[src/rtl/ascon_host_driver_if.sv]
// rtl/ascon_host_driver_if.sv - host-side command, input block and output block streams of the Ascon driver
interface ascon_host_driver_if;
  logic         cmd_valid;
  logic         cmd_ready;
  logic         cmd_encrypt;
  logic [3:0]   cmd_ad_n;
  logic [3:0]   cmd_txt_n;
  logic [127:0] cmd_tag;
  logic         in_valid;
  logic         in_ready;
  logic [127:0] in_data;
  logic         out_valid;
  logic         out_ready;
  logic [127:0] out_data;
  logic         out_is_tag;
  logic         done;
  logic         tag_ok;

  modport master (
    output cmd_valid, cmd_encrypt, cmd_ad_n, cmd_txt_n, cmd_tag,
    input  cmd_ready,
    output in_valid, in_data,
    input  in_ready,
    input  out_valid, out_data, out_is_tag,
    output out_ready,
    input  done, tag_ok
  );

  modport slave (
    input  cmd_valid, cmd_encrypt, cmd_ad_n, cmd_txt_n, cmd_tag,
    output cmd_ready,
    input  in_valid, in_data,
    output in_ready,
    output out_valid, out_data, out_is_tag,
    input  out_ready,
    output done, tag_ok
  );
endinterface

[src/rtl/ascon_host_driver.sv]
// rtl/ascon_host_driver.sv - sequences one AEAD command and its AD/text block streams into an Ascon core
module ascon_host_driver (
  input  logic               clk,
  input  logic               rstn,
  ascon_host_driver_if.slave host,
  output logic               core_start,
  output logic [127:0]       core_din,
  output logic               core_dinReq,
  output logic               core_encrypt,
  output logic               core_last_block,
  output logic               core_sel_data,
  output logic               core_doAck,
  input  logic               core_busy,
  input  logic               core_finished,
  input  logic               core_dinAck,
  input  logic [127:0]       core_dout,
  input  logic               core_doReq
);

  typedef enum logic [2:0] {
    IDLE,
    START,
    FEED_AD,
    FEED_TXT,
    WAIT_TAG,
    WAIT_FIN
  } state_t;

  state_t       state;
  logic         enc_q;
  logic [127:0] tag_q;
  logic [3:0]   ad_cnt;
  logic [3:0]   txt_cnt;

  logic         out_valid_q;
  logic [127:0] out_data_q;
  logic         out_is_tag_q;
  logic         done_q;
  logic         tag_ok_q;

  logic         feeding;
  logic         in_fire;
  logic         din_fire;
  logic         do_fire;
  logic         out_fire;
  logic         act_zero;
  logic         unused_busy;

  assign unused_busy = core_busy;

  assign feeding   = (state == FEED_AD) || (state == FEED_TXT);
  assign in_fire   = host.in_valid && host.in_ready;
  assign din_fire  = core_dinReq && core_dinAck;
  assign do_fire   = core_doReq && core_doAck;
  assign out_fire  = out_valid_q && host.out_ready;
  assign act_zero  = (state == FEED_TXT) ? (txt_cnt == 4'd0) : (ad_cnt == 4'd0);

  assign host.cmd_ready  = (state == IDLE);
  assign host.in_ready   = feeding && !core_dinReq;
  assign host.out_valid  = out_valid_q;
  assign host.out_data   = out_data_q;
  assign host.out_is_tag = out_is_tag_q;
  assign host.done       = done_q;
  assign host.tag_ok     = tag_ok_q;

  // The single-entry output buffer back-pressures the core directly.
  assign core_doAck   = core_doReq && !out_valid_q;
  assign core_encrypt = enc_q;

  always_ff @(posedge clk or negedge rstn) begin
    if (!rstn) begin
      state           <= IDLE;
      enc_q           <= 1'b0;
      tag_q           <= '0;
      ad_cnt          <= '0;
      txt_cnt         <= '0;
      core_start      <= 1'b0;
      core_din        <= '0;
      core_dinReq     <= 1'b0;
      core_sel_data   <= 1'b0;
      core_last_block <= 1'b0;
      out_valid_q     <= 1'b0;
      out_data_q      <= '0;
      out_is_tag_q    <= 1'b0;
      done_q          <= 1'b0;
      tag_ok_q        <= 1'b0;
    end else begin
      core_start <= 1'b0;
      done_q     <= 1'b0;

      if (do_fire) begin
        out_data_q   <= core_dout;
        out_valid_q  <= 1'b1;
        out_is_tag_q <= (state == WAIT_TAG);
        if (state == WAIT_TAG) begin
          tag_ok_q <= !enc_q && (core_dout == tag_q);
        end
      end else if (out_fire) begin
        out_valid_q  <= 1'b0;
        out_is_tag_q <= 1'b0;
      end

      // Staged block and its qualifiers stay frozen until the core acknowledges.
      if (in_fire) begin
        core_din        <= host.in_data;
        core_dinReq     <= 1'b1;
        core_sel_data   <= (state == FEED_TXT);
        core_last_block <= act_zero;
      end else if (din_fire) begin
        core_dinReq <= 1'b0;
      end

      case (state)
        IDLE: begin
          if (host.cmd_valid) begin
            enc_q      <= host.cmd_encrypt;
            tag_q      <= host.cmd_tag;
            ad_cnt     <= host.cmd_ad_n;
            txt_cnt    <= host.cmd_txt_n;
            tag_ok_q   <= 1'b0;
            core_start <= 1'b1;
            state      <= START;
          end
        end
        START: begin
          state <= FEED_AD;
        end
        FEED_AD: begin
          if (din_fire) begin
            if (ad_cnt == 4'd0) begin
              state <= FEED_TXT;
            end else begin
              ad_cnt <= ad_cnt - 4'd1;
            end
          end
        end
        FEED_TXT: begin
          if (din_fire) begin
            if (txt_cnt == 4'd0) begin
              state <= WAIT_TAG;
            end else begin
              txt_cnt <= txt_cnt - 4'd1;
            end
          end
        end
        WAIT_TAG: begin
          if (do_fire) begin
            state <= WAIT_FIN;
          end
        end
        WAIT_FIN: begin
          // Hold completion until the tag has left the buffer.
          if (core_finished && !out_valid_q) begin
            state  <= IDLE;
            done_q <= 1'b1;
          end
        end
        default: begin
          state <= IDLE;
        end
      endcase
    end
  end

endmodule
[src/flat_wrapper.sv]
// flat-port wrapper written by rule: the top's interface ports become plain ports
module ascon_host_driver_flat 
  (clk, rstn, core_start, core_din, core_dinReq, core_encrypt, core_last_block, core_sel_data, core_doAck, core_busy, core_finished, core_dinAck, core_dout, core_doReq, host_cmd_valid, host_cmd_encrypt, host_cmd_ad_n, host_cmd_txt_n, host_cmd_tag, host_cmd_ready, host_in_valid, host_in_data, host_in_ready, host_out_valid, host_out_data, host_out_is_tag, host_out_ready, host_done, host_tag_ok);
  ascon_host_driver_if host_i ();
  input  logic clk;
  input  logic rstn;
  output logic core_start;
  output logic [127:0] core_din;
  output logic core_dinReq;
  output logic core_encrypt;
  output logic core_last_block;
  output logic core_sel_data;
  output logic core_doAck;
  input  logic core_busy;
  input  logic core_finished;
  input  logic core_dinAck;
  input  logic [127:0] core_dout;
  input  logic core_doReq;
  input wire logic [$bits(host_i.cmd_valid)-1:0] host_cmd_valid;
  input wire logic [$bits(host_i.cmd_encrypt)-1:0] host_cmd_encrypt;
  input wire logic [$bits(host_i.cmd_ad_n)-1:0] host_cmd_ad_n;
  input wire logic [$bits(host_i.cmd_txt_n)-1:0] host_cmd_txt_n;
  input wire logic [$bits(host_i.cmd_tag)-1:0] host_cmd_tag;
  output wire logic [$bits(host_i.cmd_ready)-1:0] host_cmd_ready;
  input wire logic [$bits(host_i.in_valid)-1:0] host_in_valid;
  input wire logic [$bits(host_i.in_data)-1:0] host_in_data;
  output wire logic [$bits(host_i.in_ready)-1:0] host_in_ready;
  output wire logic [$bits(host_i.out_valid)-1:0] host_out_valid;
  output wire logic [$bits(host_i.out_data)-1:0] host_out_data;
  output wire logic [$bits(host_i.out_is_tag)-1:0] host_out_is_tag;
  input wire logic [$bits(host_i.out_ready)-1:0] host_out_ready;
  output wire logic [$bits(host_i.done)-1:0] host_done;
  output wire logic [$bits(host_i.tag_ok)-1:0] host_tag_ok;
  assign host_i.cmd_valid = host_cmd_valid;
  assign host_i.cmd_encrypt = host_cmd_encrypt;
  assign host_i.cmd_ad_n = host_cmd_ad_n;
  assign host_i.cmd_txt_n = host_cmd_txt_n;
  assign host_i.cmd_tag = host_cmd_tag;
  assign host_cmd_ready = host_i.cmd_ready;
  assign host_i.in_valid = host_in_valid;
  assign host_i.in_data = host_in_data;
  assign host_in_ready = host_i.in_ready;
  assign host_out_valid = host_i.out_valid;
  assign host_out_data = host_i.out_data;
  assign host_out_is_tag = host_i.out_is_tag;
  assign host_i.out_ready = host_out_ready;
  assign host_done = host_i.done;
  assign host_tag_ok = host_i.tag_ok;
  ascon_host_driver u_core (.clk(clk), .rstn(rstn), .host(host_i), .core_start(core_start), .core_din(core_din), .core_dinReq(core_dinReq), .core_encrypt(core_encrypt), .core_last_block(core_last_block), .core_sel_data(core_sel_data), .core_doAck(core_doAck), .core_busy(core_busy), .core_finished(core_finished), .core_dinAck(core_dinAck), .core_dout(core_dout), .core_doReq(core_doReq));
endmodule
[config.mk]
export PLATFORM = sky130hd
export DESIGN_NAME = ascon_host_driver_flat
export DESIGN_NICKNAME = d
export VERILOG_FILES = /design/src/rtl/ascon_host_driver_if.sv /design/src/rtl/ascon_host_driver.sv /design/src/flat_wrapper.sv
export SDC_FILE = /design/constraint.sdc
export NUM_CORES = 1
export LEC_CHECK = 0
export CAP_MARGIN = 20
export CELL_PAD_IN_SITES_DETAIL_PLACEMENT = 0
export CELL_PAD_IN_SITES_GLOBAL_PLACEMENT = 1
export CORE_MARGIN = 4
export CORE_UTILIZATION = 25
export DETAILED_ROUTE_END_ITERATION = 8
export GPL_ROUTABILITY_DRIVEN = 0
export GPL_TIMING_DRIVEN = 0
export HOLD_SLACK_MARGIN = 0.1
export PLACE_DENSITY_LB_ADDON = 0.1
export SLEW_MARGIN = 20
export SYNTH_ARGS = -nofsm -noshare
export SYNTH_HDL_FRONTEND = slang
export SYNTH_SLANG_ARGS = --single-unit
[constraint.sdc]
create_clock -name clk -period 2.7 [get_ports clk]
set_clock_uncertainty 0.15 [all_clocks]
set_input_delay 0.54 -clock clk [delete_from_list [all_inputs] [get_ports clk]]
set_output_delay 0.54 -clock clk [all_outputs]
set_load 0.02 [all_outputs]
# Word-level counts from Yosys, hierarchy flattened
# Index checks and enable logic that the tools add are counted.
[word_totals]
regBits = 404
inputBits = 402
out_inout_bits = 268
elab_cells = 85
[classes]
addsub = 2
eq_ne = 15
n_mux = 30
n_reduce_logical = 23
[op_table]
columns = ["op", "n"]
rows = [
  ["equality test 128 bit", 1],
  ["two-way mux 4 bit", 6],
  ["two-way mux 3 bit", 7],
  ["case mux 3 bit (6 select lines)", 1],
  ["case mux 4 bit (2 select lines)", 2],
  ["two-way mux 1 bit", 14],
  ["!= test 2 bit, second input constant", 5],
  ["logical AND 1 bit", 8],
  ["logical NOT 4 bit", 2],
  ["!= test 2 x 1 -> 1 bit, second input constant", 4],
  ["AND reduction 4 bit", 2],
  ["nonzero test 2 bit", 4],
  ["subtractor 4 x 1 -> 4 bit, second input constant", 2],
  ["AND reduction 7 bit", 1],
  ["equality test 3 x 2 -> 1 bit, second input constant", 2],
  ["equality test 3 bit, second input constant", 2],
  ["equality test 3 x 1 -> 1 bit, second input constant", 1],
  ["logical NOT 1 bit", 3],
  ["logical NOT 3 bit", 1],
  ["AND reduction 2 bit", 1],
  ["logical OR 1 bit", 1],
]

# Logic depth before layout (Yosys ltp)
# Gate-level depths: netlist of the first run.
[depth]
ltp_word = 6
mapped_depth = 8

# Worst setup path after synthesis of the first run
# OpenSTA, ideal clock, no wires.
[synth_path]
path_kind = "register to register"
from = "register u_core.state[0]"
to = "register u_core.txt_cnt[0]"
setup_time_ns = 0.124
t_arrival_ns = 1.849
slack_ns = 0.577
path_stages_with_launch = 5
n_path_buf = 1
synth_period_minus_slack_ns = 2.123
path_cell_list = "dfrtp_1 > clkbuf_1 > nor3_1 > o22ai_1 > a211o_1"
[synth_via]
elab_chain_len = 3
[synth_lines]
columns = ["element", "line_no", "source"]
rows = [
  ["start, declared", "ascon_host_driver.sv:29", "state_t state;"],
  ["start signal, assigned", "ascon_host_driver.sv:72", "state <= IDLE;"],
  ["start signal, assigned", "ascon_host_driver.sv:122", "state <= START;"],
  ["start signal, assigned", "ascon_host_driver.sv:126", "state <= FEED_AD;"],
  ["logical NOT 3 bit (*)", "n/a", ""],
  ["net host_cmd_ready", "flat_wrapper.sv:24", "output wire logic [$bits(host_i.cmd_ready)-1:0] host_cmd_ready;"],
  ["!= test 2 bit (no line) or nonzero test 2 bit (tied branches)", "n/a", ""],
  ["AND reduction 4 bit (no line)", "n/a", ""],
  ["end signal, assigned", "ascon_host_driver.sv:119", "txt_cnt <= host.cmd_txt_n;"],
  ["end signal, assigned", "ascon_host_driver.sv:142", "txt_cnt <= txt_cnt - 4'd1;"],
  ["end, declared", "ascon_host_driver.sv:33", "logic [3:0] txt_cnt;"],
]
# Mark *: on every way through the listed nets, which the timed path passes. The rest lies on a longest branch.
# A chain may end at the register's enable or synchronous reset.

# Worst setup path after layout of the first run
[layout_path]
from = "input port core_dout[55]"
to = "register u_core.tag_ok_q (netlist: u_core.host.tag_ok)"
[layout_via]
elab_chain_len = 6
[layout_lines]
columns = ["element", "line_no", "source"]
rows = [
  ["start, declared", "flat_wrapper.sv:17", "input logic [127:0] core_dout;"],
  ["equality test 128 bit (*)", "ascon_host_driver.sv:96", "tag_ok_q <= !enc_q && (core_dout == tag_q);"],
  ["logical AND 1 bit (*)", "ascon_host_driver.sv:96", ""],
  ["two-way mux 1 bit (*)", "ascon_host_driver.sv:95", "if (state == WAIT_TAG) begin"],
  ["two-way mux 1 bit (*)", "ascon_host_driver.sv:91", "if (do_fire) begin"],
  ["two-way mux 1 bit", "ascon_host_driver.sv:115", "if (host.cmd_valid) begin"],
  ["two-way mux 1 bit (*)", "ascon_host_driver.sv:113", "case (state)"],
  ["end signal, assigned", "ascon_host_driver.sv:96", ""],
  ["end, declared", "ascon_host_driver.sv:39", "logic tag_ok_q;"],
]
# Mark *: on every way between the ends. The rest lies on a longest branch, timed or not.

==> impl_metrics.toml, run 1 <==
[logic_synthesis]
ys_ff_latch = 404
avgSynthCellArea_sq_um = 9.85
synth_edf_count = 0
syn_inst = 1696
synth_top_area_share_pct = 60.5
yosys_warnings = 0
synth_flop_cell = "dfrtp_1"
synth-seq-area-share_pct = 60.5
ys_types = 44
syn_area_sq_um = 16700
netlist_top_cells_area = "dfrtp_1 (61%), nand2_1 (17%), mux2_2 (7.0%)"
async_reset_ff_share_pct = 100
yosysTopAreaCell = "dfrtp_1"
synth_fp_nets = 2100

[die]
rows = 94
die_area_sq_um = 71000
num_io_pins = 670
die_y_um = 266
core_area_sq_um = 66000
start_util_pct = 25.3
die_w_um = 266

[drt]
wl_per_cell_um = 22.9
drc = 0
via_count = 14600
drt_pass1_iterations = 5
via_per_inst = 4.37
drt_iter0_markers = 818
routed_wl_mm = 76.5
ant_nets = 0

[sta]
rsz0062_at_grt = "yes"
fmax_mhz = 373
setup_tns_ps = 0
fin_crit_ps = 2680
hold_violations = 0
finalSetupViolCount = 0
fin_crit_sh_pct = 99.3
report.final.slew_viol_count = 0
tightest_slew_ps = 889
relSlewSlack_pct = 40.7
fin_ws_ps = 18.9

[clock_network]
h-tree-depth = 2
clkLatencyLatePin_ps = 590
cts-root-buf = "clkbuf_16"
cts_tree = "built"
cts.sinks = 404
cts_buffers = 51
cts_max_path_buffers = 3
clkTransAtPathRegs_ps = 60

[grt]
grt_pass1_vias = 15400
grt_pass1_wl_mm = 108
grt_max_degree = 84
antenna_found_initial = 30
overflow = 0
grtUsageTotal_pct = 20.9

[power_and_ir_drop]
total_power_mw = 27.9
leakage_nw = 11.9
peakVddDrop_uv = 567
p_per_area_nw_per_um2 = 1060

[critical_path]
required_ps = 3030
crit_type = "in -> reg"
path_max_fanout = 2
cp-start-kind = "input port"
cp-end-kind = "flop"
worstPathArrival_ps = 3010
reg2reg_setup_slack_ps = 80

[worst_hold_path]
hold_class = "in -> async"

[finish]
layout.nets = 2827
syn2layout_area_growth_pct = 58.1
multiInputGateArea_sq_um = 6190
num-fill-cells = 6567
seq_area_sq_um = 10100
post_route_cells_drive_above_1_share_pct = 8.94

[place]
io_buffers = 668
hpwl_mm = 60.6
pre_cts_slack_ps = -1260

[run_status]
outcome = "finished clean"

[job]
cap_violations = 0
worst paths after layout:
path                                                  from                                    to  depth (start not counted)
max                                          core_dout[55]          u_core.host.tag_ok$_DFF_PN0_                          7
min                                                   rstn  u_core.host.out_data[21]$_DFFE_PN0P_                          2
max reg2reg                    u_core.state[0]$_DFFE_PN0P_          u_core.tag_q[54]$_DFFE_PN0P_                          4
min reg2reg                u_core.core_din[23]$_DFFE_PN0P_       u_core.core_din[23]$_DFFE_PN0P_                          2
max in group asynchronous                             rstn       u_core.core_din[83]$_DFFE_PN0P_                          4
min in group clk           u_core.core_din[23]$_DFFE_PN0P_       u_core.core_din[23]$_DFFE_PN0P_                          2
placed cells by master, fill, tap and decap left out, types with 34 or more instances in the layout:
cell type and count:
clkbuf_1 67, clkbuf_16 53, clkdlybuf4s50_1 664, dfrtp_1 404, inv_1 48, mux2_2 104, nand2_1 757, o21ai_0 54
xnor2_1 60, xor2_1 34
registers in the layout (all words and copies together), names as in the netlist, 3 cells and up:
register              count
u_core.txt_cnt            4
u_core.tag_q            128
u_core.state              3
u_core.core_din         128
u_core.ad_cnt             4
u_core.host.out_data    128
power breakdown:
part | switching, mW | total, mW | internal, mW
logic | 6.12 | 11.2 | 5.11
registers | 1.44 | 9.92 | 8.47
clock network | 2.72 | 6.72 | 4.00
total | 10.3 | 27.9 | 17.6
area by class of cell:
cell class	count	area share (%)
Antenna cell	22	0.208
Buffer	76	1.17
Clock buffer	81	5.87
Clock inverter	9	0.265
Inverter	52	0.758
Multi-Input combinational cell	1163	23.4
Sequential cell	404	38.3
Tap cell	864	4.09
Timing Repair Buffer	675	25.9
cell families after synthesis:
logic type / count (synthesis) / synth area share [%]
AOI/OAI and AO/OA: 113 / 4.02
xor gates and xnor gates: 97 / 5.09
adders and majority gates: 2 / 0.150
buffers and inverters: 129 / 2.98
DFF: 404 / 60.5
muxes: 107 / 7.21
and+or+nand+nor: 844 / 20.0
stage by stage:
stage	utilization (%)	instance area (sq um)	hold slack [ps]	instances
final	40.0	26400	317	3346
after detailed placement	37.3	24600	312	3233
after floorplan	-	16700	94.4	1696
after global placement	37.1	24500	307	3228
after global routing	40.0	26400	297	3339
after CTS	39.9	26400	280	3325
per-layer routing:
layer	global-route usage (%)	wire length, um	up-vias	part of all wire, %
li1	-	-	6913	-
met1	24.9	30200	7125	40
met2	36.2	38400	438	50
met3	6.45	5500	128	7.2
met4	6.81	2150	22	2.8
met5	0	163	-	0.21
timing repair:
item                                   4_1_cts  5_1_grt
pin swaps                                    3        0
hold buffers                                 1        0
buffers inserted                             1        0
resized for setup                           28        4
setup endpoints to repair                  169       73
endpoints found under the hold margin       62        0
worst max-delay path, cell delays in order:
cell             delay [ps]
clkdlybuf4s50_1         520
xor2_1                  200
nor4_2                  440
nand4_1                 410
nor4_4                  430
nand4_1                 220
o31ai_1                 260
Yosys cell counts (all sizes together) (3+ instances only):
library cell / n
o31ai: 3
nor3: 8
nor2: 15
o22ai: 22
nand2: 758
a211o: 3
buf: 19
nor2b: 3
dfrtp: 404
clkbuf: 58
a31oi: 3
nand3: 4
mux2: 106
xnor2: 63
inv: 52
a211oi: 3
nand2b: 10
a21oi: 9
nor4: 15
o2111ai: 3
xor2: 34
nand4: 20
o21ai: 59
Power figures use the tool's default switching activity.
==> run 2, diff against run 1 <==
--- a/config.mk
+++ b/config.mk
@@ -19,3 +19,4 @@
 export SYNTH_ARGS = -nofsm -noshare
 export SYNTH_HDL_FRONTEND = slang
 export SYNTH_SLANG_ARGS = --single-unit
+export TNS_END_PERCENT = 5
==> constraint.sdc (replaced) <==
create_clock -name clk -period 2.7 [get_ports clk]
set_clock_uncertainty 0.15 [all_clocks]
set_input_delay 0.54 -clock clk [delete_from_list [all_inputs] [get_ports clk]]
set_output_delay 0.54 -clock clk [all_outputs]
set_load 0.01 [all_outputs]
==> run 2 against run 1 <==
Setup slack gained 30 ps. Clock power about the same. Cell area up 0.20%. Cell count barely moved. Routed wire length hardly changed. First-iteration DRC count up 0.86%. Sequential cell count did not move. Critical path type unchanged. Largest power group unchanged.
==> impl_metrics.toml, run 2 (synthesized netlist as in run 1, its figures left out) <==
[critical_path]
cp_slowest_cell = "or4_1"
worstPathArrival_ps = 2990
crit_type = "in -> reg"
cp-start-kind = "input port"
path_max_fanout = 2
required_ps = 3040
cp-end-kind = "flop"
critPathMaxStageDelay_ps = 590
path_cells = "clkdlybuf4s50_1 -> xnor2_1 -> o21ai_1 -> or4_1 -> nor4_4 -> nand4_1 -> o31ai_4"

[power_and_ir_drop]
p_per_area_nw_per_um2 = 1020
total_power_mw = 26.9
swShare_pct = 34.5
peakVddDrop_uv = 524
intPower_mw = 17.6
p_sw_mw = 9.26
leakage_nw = 12.0
power_frac_seq_pct = 36.9
p_clk_share_pct = 25.0
p_comb_share_pct = 38.1

[sta]
report.final.slew_viol_count = 0
fin_ws_ps = 49.3
fmax_mhz = 377
relSlewSlack_pct = 41.3
rsz0062_at_grt = "yes"
setup_tns_ps = 0
fin_crit_sh_pct = 98.2
tightest_slew_ps = 880
hold_violations = 0
finalSetupViolCount = 0
fin_crit_ps = 2650

[grt]
grt_max_degree = 84
overflow = 0
antenna_found_initial = 30
grt_pass1_wl_mm = 108
grtUsageTotal_pct = 21.0
grt_pass1_vias = 15400

[finish]
final_common_cell = "nand2_1"
syn2layout_area_growth_pct = 58.5
layout_common_cells = "nand2_1 (757), clkdlybuf4s50_1 (663), dfrtp_1 (402)"
num-fill-cells = 6567
layout.nets = 2828
multiInputGateArea_sq_um = 6220
utilization_pct = 40.1
post_route_cells_drive_above_1_share_pct = 9.14
final_cell_area_sq_um = 26500
seq_area_sq_um = 10100

[drt]
ant_nets = 0
drc = 0
wl_per_cell_um = 22.9
routed_wl_mm = 76.6
via_count = 14600
via_per_inst = 4.37
drt_iter0_markers = 825
drt_pass1_iterations = 4

[clock_network]
clkLatencyLatePin_ps = 590
cts_tree = "built"
h-tree-depth = 2
cts-root-buf = "clkbuf_16"
cts_buffers = 51
clkTransAtPathRegs_ps = 60
cts.sinks = 404
cts_max_path_buffers = 3

[place]
postPlaceCellArea_sq_um = 24600
hpwl_mm = 60.6
io_buffers = 668
pre_cts_slack_ps = -1260

[run_status]
outcome = "finished clean"

[die]
core_area_sq_um = 66000
die_w_um = 266
num_io_pins = 670
die_area_sq_um = 71000
rows = 94
die_y_um = 266
start_util_pct = 25.3

[job]
cap_violations = 0

[worst_hold_path]
hold_class = "in -> reg"
## run 2: changes by cell type in the layout (fill, tap and decap cells not counted), sizes merged
cell / before / now
clkdlybuf4s50: 664 / 663
dlymetal6s2s: 0 / 1
clkdlybuf4s15: 1 / 0
dlygate4sd2: 1 / 3
## run 2: area by class of cell
type                    count  area share, %
repair buffers            676           25.9
well taps                 864           4.09
clock buffers              81           5.86
flip-flops and latches    404           38.2
multi-input cells        1163           23.5
inverters                  52          0.757
plain buffers              76           1.20
diodes                     22          0.208
clock inverters             9          0.265
## run 2: worst max-delay path: cells and delay by family
kind,cells,cell delay (ps)
AOI/OAI and AO/OA,2,450
xor gates and xnor gates,1,230
buffers and inverters,1,450
and+or+nand+nor,3,1320
## run 2: path summary, 6_finish.rpt
path                                                         end  slack (ps)  cells after the start                            start
setup / recovery                    u_core.host.tag_ok$_DFF_PN0_          50                      7                    core_dout[50]
hold / removal             u_core.host.out_data[101]$_DFFE_PN0P_         170                      3                   core_dout[101]
setup reg to reg                    u_core.host.tag_ok$_DFF_PN0_          70                      6     u_core.tag_q[50]$_DFFE_PN0P_
hold reg to reg                  u_core.core_din[23]$_DFFE_PN0P_         320                      2  u_core.core_din[23]$_DFFE_PN0P_
max in group asynchronous        u_core.core_din[83]$_DFFE_PN0P_         800                      4                             rstn
min in group asynchronous   u_core.host.out_data[49]$_DFFE_PN0P_         340                      2                             rstn
## run 2: timing repair
action | in CTS | in global routing
cloned | 0 | 0
endpoints found under the hold margin | 62 | 0
endpoints found under the setup margin | 169 | 67
resized for setup | 28 | 10
setup buffers | 2 | 0
pin swaps | 4 | 9
hold buffers | 1 | 0
## run 2: power groups by stage
stage               logic (mW)  registers (mW)  clock network, mW
detailed placement        10.4            9.99                  0
global route              11.2            10.2               7.20
CTS                       10.5            9.92               6.94
finish                    10.2            9.92               6.72
global placement          10.2            9.95                  0
floorplan                 4.15            10.4                  0
## run 2: metal layers
layer,vias to the layer above,global-route usage (%),wire [um]
met3,124,6.45,5480
li1,6912,-,-
met5,-,0,149
met4,22,6.81,2100
met2,425,36.2,38600
met1,7158,25.0,30200
## run 2: stage by stage
stage	cells	hold slack (ps)
6_report	3347	171
5_1_grt	3340	165
4_1_cts	3326	280
3_5_place_dp	3233	312
3_3_place_gp	3228	307
2_1_floorplan	1696	94.4
